### config.mk
export PLATFORM = sky130hd
export DESIGN_NAME = serial_sub
export DESIGN_NICKNAME = d
export VERILOG_FILES = /design/src/rtl/serial_sub_pkg.sv /design/src/rtl/serial_sub_fsub_cell.sv /design/src/rtl/serial_sub.sv
export SDC_FILE = /design/constraint.sdc
export NUM_CORES = 1
export LEC_CHECK = 0
export CAP_MARGIN = 10
export CORE_UTILIZATION = 45
export CTS_BUF_LIST = sky130_fd_sc_hd__clkbuf_8
export CTS_CLUSTER_DIAMETER = 50
export CTS_CLUSTER_SIZE = 25
export DETAILED_ROUTE_END_ITERATION = 12
export GPL_TIMING_DRIVEN = 0
export PLACE_DENSITY = 0.69
export SLEW_MARGIN = 20
export SYNTH_ARGS = -nofsm -noshare
export SYNTH_HDL_FRONTEND = slang
export SYNTH_SLANG_ARGS = --single-unit
### constraint.sdc
create_clock -name clk -period 1.55 [get_ports clk]
set_input_delay 0.2325 -clock clk [delete_from_list [all_inputs] [get_ports clk]]
set_output_delay 0.2325 -clock clk [all_outputs]
set_load 0.03 [all_outputs]
### src/rtl/serial_sub_pkg.sv
// Shared types and helpers for the bit-serial subtractor.
package serial_sub_pkg;

   typedef enum logic [1:0] {
      IDLE = 2'd0,
      RUN  = 2'd1,
      DONE = 2'd2
   } state_t;

   // Ceiling log2 of v (number of bits needed to index v distinct values).
   function automatic int unsigned clog2(input int unsigned v);
      int unsigned r;
      r = 0;
      while ((64'd1 << r) < 64'(v)) r = r + 1;
      return r;
   endfunction

   // Bit-step counter width for a given operand width.
   function automatic int unsigned cnt_width(input int unsigned w);
      return clog2(w + 1);
   endfunction

endpackage

### src/rtl/serial_sub_fsub_cell.sv
// One-bit combinational full subtractor: d = x - y - bi, bo = borrow out.
module fsub_cell (
   input  logic x,
   input  logic y,
   input  logic bi,
   output logic d,
   output logic bo
);

   assign d  = x ^ y ^ bi;
   assign bo = (~x & y) | (~x & bi) | (y & bi);

endmodule

### src/rtl/serial_sub.sv
// Bit-serial subtractor: diff = a - b - bin, one bit per clock, LSB first.
// Optional two's-complement overflow output enabled by macro SERIAL_SUB_OVF_EN.
module serial_sub
   import serial_sub_pkg::*;
#(
   parameter int unsigned WIDTH = 4
) (
   input  logic             clk,
   input  logic             rst_n,
   input  logic             start,
   input  logic [WIDTH-1:0] a,
   input  logic [WIDTH-1:0] b,
   input  logic             bin,
   output logic             ready,
   output logic             busy,
   output logic             done,
   output logic [WIDTH-1:0] diff,
   output logic             bout
`ifdef SERIAL_SUB_OVF_EN
   ,
   output logic             ovf
`endif
);

   localparam int unsigned CW = cnt_width(WIDTH);

   state_t           r_state;
   logic [WIDTH-1:0] r_sa;
   logic [WIDTH-1:0] r_sb;
   logic [WIDTH-2:0] r_res;
   logic             r_borrow;
   logic [CW-1:0]    r_cnt;
`ifdef SERIAL_SUB_OVF_EN
   logic             r_amsb;
   logic             r_bmsb;
`endif

   logic             w_d;
   logic             w_bo;
   logic             w_last;
   logic [WIDTH-1:0] w_cat;

   // Single shared subtractor cell working on the current LSBs.
   fsub_cell u_cell (
      .x  (r_sa[0]),
      .y  (r_sb[0]),
      .bi (r_borrow),
      .d  (w_d),
      .bo (w_bo)
   );

   // New difference bit joins the partial result on the MSB side.
   assign w_cat  = {w_d, r_res};
   assign w_last = (r_cnt == CW'(WIDTH - 1));

   // Control FSM, operand shifters and registered result/handshake outputs.
   always_ff @(posedge clk or negedge rst_n) begin
      if (!rst_n) begin
         r_state  <= IDLE;
         r_sa     <= '0;
         r_sb     <= '0;
         r_res    <= '0;
         r_borrow <= 1'b0;
         r_cnt    <= '0;
         ready    <= 1'b1;
         busy     <= 1'b0;
         done     <= 1'b0;
         diff     <= '0;
         bout     <= 1'b0;
`ifdef SERIAL_SUB_OVF_EN
         r_amsb   <= 1'b0;
         r_bmsb   <= 1'b0;
         ovf      <= 1'b0;
`endif
      end else begin
         done <= 1'b0;
         case (r_state)
            IDLE, DONE: begin
               if (start) begin
                  r_sa     <= a;
                  r_sb     <= b;
                  r_borrow <= bin;
                  r_res    <= '0;
                  r_cnt    <= '0;
                  r_state  <= RUN;
                  ready    <= 1'b0;
                  busy     <= 1'b1;
`ifdef SERIAL_SUB_OVF_EN
                  r_amsb   <= a[WIDTH-1];
                  r_bmsb   <= b[WIDTH-1];
`endif
               end else begin
                  r_state <= IDLE;
               end
            end
            RUN: begin
               r_sa     <= {1'b0, r_sa[WIDTH-1:1]};
               r_sb     <= {1'b0, r_sb[WIDTH-1:1]};
               r_res    <= w_cat[WIDTH-1:1];
               r_borrow <= w_bo;
               r_cnt    <= r_cnt + CW'(1);
               if (w_last) begin
                  diff    <= w_cat;
                  bout    <= w_bo;
                  done    <= 1'b1;
                  ready   <= 1'b1;
                  busy    <= 1'b0;
                  r_state <= DONE;
`ifdef SERIAL_SUB_OVF_EN
                  ovf     <= (r_amsb != r_bmsb) && (w_d != r_amsb);
`endif
               end
            end
            default: begin
               r_state <= IDLE;
               ready   <= 1'b1;
               busy    <= 1'b0;
            end
         endcase
      end
   end

endmodule

---- Yosys cells after proc, flatten, opt, wreduce, memory -nomap -nowiden ----
Index checks and enable logic that the tools add are counted.
cells by class
  $add $sub $neg .......................... 1
  equality and inequality tests ........... 5
  muxes and demuxes ....................... 20
  bitwise logic cells ..................... 8
  reductions and logical operators ........ 6
operators by type and width
  cell                                                             count
  4-bit case mux with 2 select lines                               2
  3-bit case mux with 2 select lines                               2
  1-bit two-way mux                                                8
  4-bit two-way mux                                                2
  1-bit case mux with 2 select lines                               3
  2-bit AND reduction                                              3
  2-bit != test, second input constant                             2
  2-bit case mux with 2 select lines                               1
  3-bit by 1-bit adder with 3-bit output, second input constant    1
  1-bit bitwise AND                                                3
  3-bit by 2-bit == test with 1-bit output, second input constant  1
  3-bit two-way mux                                                1
  2-bit by 1-bit == test with 1-bit output, second input constant  1
  2-bit == test, second input constant                             1
  2-bit logical NOT                                                1
  2-bit two-way mux                                                1
  1-bit OR                                                         2
  2-bit nonzero test                                               1
  2-bit OR reduction                                               1
  1-bit XOR                                                        2
  1-bit NOT                                                        1
storage, ports and cells
  register bits ........................... 25
  input port bits ......................... 12
  output and inout bits ................... 8
  word-level logic and storage cells ...... 51

---- Logic depth before layout (Yosys ltp) ----
  depth after elaboration ................. 5
  mapped depth ............................ 4

---- Cells and area by module ----
Synthesis repeated with hierarchy kept, for this count alone.
unflattened totals
  cells, all modules ...................... 96
  area, all modules ....................... 1278.7 sq um
modules (own cells, without submodules)
  module      instances  cells an instance  area each (sq um)
  serial_sub  1          93                 1251.2
  fsub_cell   1          3                  27.5

---- Worst setup path before layout ----
OpenSTA, ideal clock, no wires.
  kind .................................... register to register
  start ................................... register r_cnt[0]
  end ..................................... register bout
  library setup time ...................... 0.125 ns
  data arrival time ....................... 1.286 ns
  data required time ...................... 1.425 ns
  setup slack ............................. 0.139 ns
  stages on the path, launching flop included .. 5
  clock period less this slack ............ 1.411 ns
  path through ............................ dfrtp_1 -> ha_1 -> ha_1 -> nand3b_2 -> mux2_2
between the ends
  word-level cells in the longest chain between the ends .. 2
ends and longest elaborated chain
  element                                   RTL line           source
  start: declaration                        serial_sub.sv:32   logic [CW-1:0] r_cnt;
  start signal: assignment                  serial_sub.sv:101  r_cnt <= r_cnt + CW'(1);
  3-bit by 2-bit == test with 1-bit output  serial_sub.sv:54   assign w_last = (r_cnt == CW'(WIDTH - 1));
  2-bit AND reduction (no line)             --
  end signal: assignment                    serial_sub.sv:104  bout <= w_bo;
  end: declaration                          serial_sub.sv:18   output logic bout
No other way between the ends.
A chain may end at the register's enable or synchronous reset.

---- Worst setup path after layout ----
  start ................................... register done
  end ..................................... output done
RTL lines
  element                   RTL line           source
  start: declaration        serial_sub.sv:16   output logic done,
  start signal: assignment  serial_sub.sv:67   done <= 1'b0;
  start signal: assignment  serial_sub.sv:76   done <= 1'b0;
  start signal: assignment  serial_sub.sv:105  done <= 1'b1;
No word-level cell between the ends.

==> flow_summary.yaml <==
outcome:
  status: "completed"
synth:
  synth.area.top_cells: "dfrtp_1 49%, mux2i_1 20%, mux2_2 5.5%, a22o_1 2.9%, dfstp_2 2.1%"
  synth_top_area_share_pct: 49.1
  async_flop_share_pct: 100
  yosys.area.top_type: "dfrtp_1"
  synth_nets: 108
  synth.distinct_cells: 23
  syn_area_um2: 1220
  syn_area_per_cell_um2: 13.1
  ys_warn_count: 0
  synth-edff-count: 0
  synth_seq_cells: 25
  ys.flop_type: "dfrtp_1"
  synthCells: 93
  synth_seq_area_share_pct: 51.3
sta:
  fin_worst_skew_ns: 0.00193
  hold_viol_final: 0
  finalSetupViolCount: 0
  rsz0062_at_grt: "false"
  min_period_over_period_pct: 97.3
  tightest_slew_ns: 0.559
  hold_ws_ns: 0.476
  fmax_mhz: 663
  max_slew_margin_pct: 62.8
  drv_slew: 0
  fin_crit_ns: 1.51
  setup_slack_ns: 0.0414
clock_tree:
  clock-sinks: 25
  insertion_delay_ns: 0.27
  clk_pin_slew_ns: 0.09
  clockBufferDepth: 2
  cts_root_buf: "clkbuf_8"
  cts_buffers: 3
  cts_tree: "built"
  cts_setup_buffers: 0
  cts.htree.levels: 1
drt:
  vias: 791
  wl_um: 2130
  drt_pass1_iterations: 4
  drt-initial-drc-count: 11
  viasPerCell: 5.38
  ant_nets: 0
  drc_errors: 0
  wl_per_cell_um: 14.5
global_route:
  grt_most_used_layer: "met2"
  grt_pass1_wl_um: 3620
  track_usage_pct: 17.8
  grt_use_met3_pct: 3.39
  grt_pass1_vias: 802
  grt_max_degree: 26
  use_met1_pct: 22.3
  antenna_found_initial: 0
  grt_remaining_overflow: 0
  use_met2_pct: 28.9
pwr:
  p_leak_nw: 0.783
  irDropWorstVdd_mv: 1.34
  power.density_nw_per_um2: 1910
  total_power_mw: 2.92
finish:
  diodes: 0
  nets: 133
  area_growth_pct: 24.6
  drive_gt1_share_pct: 16.2
place:
  dpl_worst_slack_ns: -0.00527
  io_buffer_count: 19
  hpwlAfterDp_um: 1490
  gp_congestion: 0.676
die:
  boundaryPins: 20
  die_height_um: 54.1
  start_util_pct: 48.5
  rows: 18
  core_um2: 2520
  die_w_um: 54.1
  die_area_um2: 2930
worst_setup_path:
  critPathRequiredTime_ns: 1.32
  crit_family: "buffers and inverters"
  timing.rr.end: "bout$_DFFE_PN0P_"
  startpoint_type: "flip-flop"
  worstPathArrival_ns: 1.28
  crit_type: "flip-flop to primary output"
  reg2reg_setup_slack_ns: 0.06
  crit_path_cell_trace: "clkdlybuf4s50_1"
  endpoint_kind: "primary output"
  crit_buf_inv: 1
  cp_slowest_cell: "clkdlybuf4s50_1"
  crit_fanout: 1
  slowest_delay_ns: 0.67
  rr_worst_depth: 4
  r2r-start: "r_cnt[0]$_DFFE_PN0P_"
min_path:
  min_path_type: "input pin to asynchronous set/reset pin"
run:
  drv_cap: 0
==> sequential cells by signal, summed over array words and instances, names as in the netlist <==
name,cells
diff,4
r_sa,4
r_sb,4
r_cnt,3
r_res,3
r_state,2
bout,1
busy,1
done,1
r_borrow,1
ready,1
==> per-stage QoR <==
step | std cells | setup TNS [ns] | instance area (µm²) | utilization [%]
final | 147 | 0 | 1520 | 60.4
after global routing | 147 | 0 | 1520 | 60.4
after floorplan | 93 | 0 | 1220 | -
after detailed placement | 142 | -0.00657 | 1450 | 57.3
after global placement | 142 | -1.56 | 1450 | 57.5
after CTS | 147 | 0 | 1510 | 59.9
==> layout by cell type, fill, tap and decap left out, types with 2 or more instances in the layout <==
master and count:
mux2i_1 24, dfrtp_1 24, clkdlybuf4s50_1 11, inv_1 6
mux2_2 6, dlymetal6s2s_1 5, a22o_1 4, buf_2 3
o21ai_0 3, nor2_1 3, nand2b_1 3, clkbuf_8 3
buf_6 2, a32o_1 2, nand3_1 2, ha_1 2
dlygate4sd2_1 2
==> how the worst max path moves through the flow <==
stage                         start                  end  cells after the start
2_1_floorplan  r_cnt[0]$_DFFE_PN0P_     bout$_DFFE_PN0P_                      4
3_3_place_gp                  rst_n  diff[2]$_DFFE_PN0P_                      1
3_5_place_dp   r_cnt[0]$_DFFE_PN0P_  diff[2]$_DFFE_PN0P_                      4
4_1_cts            bout$_DFFE_PN0P_                 bout                      1
5_1_grt        r_cnt[0]$_DFFE_PN0P_  diff[1]$_DFFE_PN0P_                      4
6_report             done$_DFF_PN0_                 done                      1
==> metal layers <==
| layer | wire length, µm | share of wire (%) |
|---|---|---|
| met1 | 1030 | 48 |
| met2 | 1010 | 47 |
| met3 | 59 | 2.8 |
| met4 | 29 | 1.4 |
| met5 | 0 | 0 |
==> cell usage after synthesis, types with 2 or more instances <==
| master | number |
|---|---|
| o21ai_0 | 3 |
| nand2b_1 | 3 |
| a32o_1 | 2 |
| inv_1 | 6 |
| nand3_1 | 2 |
| nor2_1 | 3 |
| buf_6 | 2 |
| ha_1 | 2 |
| buf_2 | 2 |
| a22o_1 | 4 |
| mux2i_1 | 24 |
| mux2_2 | 6 |
| dfrtp_1 | 24 |
==> power breakdown <==
| group | leakage (nW) | switching (mW) | internal [mW] | total [mW] |
|---|---|---|---|---|
| clock | 0.0217 | 0.217 | 0.182 | 0.399 |
| sequential | 0.313 | 0.202 | 0.940 | 1.14 |
| combinational | 0.449 | 0.667 | 0.707 | 1.37 |
==> layout make-up <==
type | instances | area (µm²)
inverter | 6 | 22.5
multi-input combinational | 57 | 542
sequential | 25 | 627
clock buffer | 3 | 41.3
tap | 30 | 37.5
buffer | 5 | 40.0
clock inverter | 1 | 7.51
fill | 218 | 1000
timing repair buffer | 20 | 205
==> kinds of logic after synthesis <==
| group | after synthesis | synth area share [%] |
|---|---|---|
| compound gates | 11 | 7.06 |
| xor+xnor | 1 | 0.717 |
| fa+ha+maj | 3 | 3.68 |
| buf+inv | 11 | 5.12 |
| flops | 25 | 51.3 |
| mux | 32 | 27.3 |
| simple gates | 10 | 4.81 |
==> what timing repair did <==
action,4_1_cts,5_1_grt
hold buffers,1,0
endpoints found under the hold margin,24,0
setup endpoints to repair,6,5
resized for setup,3,5
(Power assumes the default switching activity.)
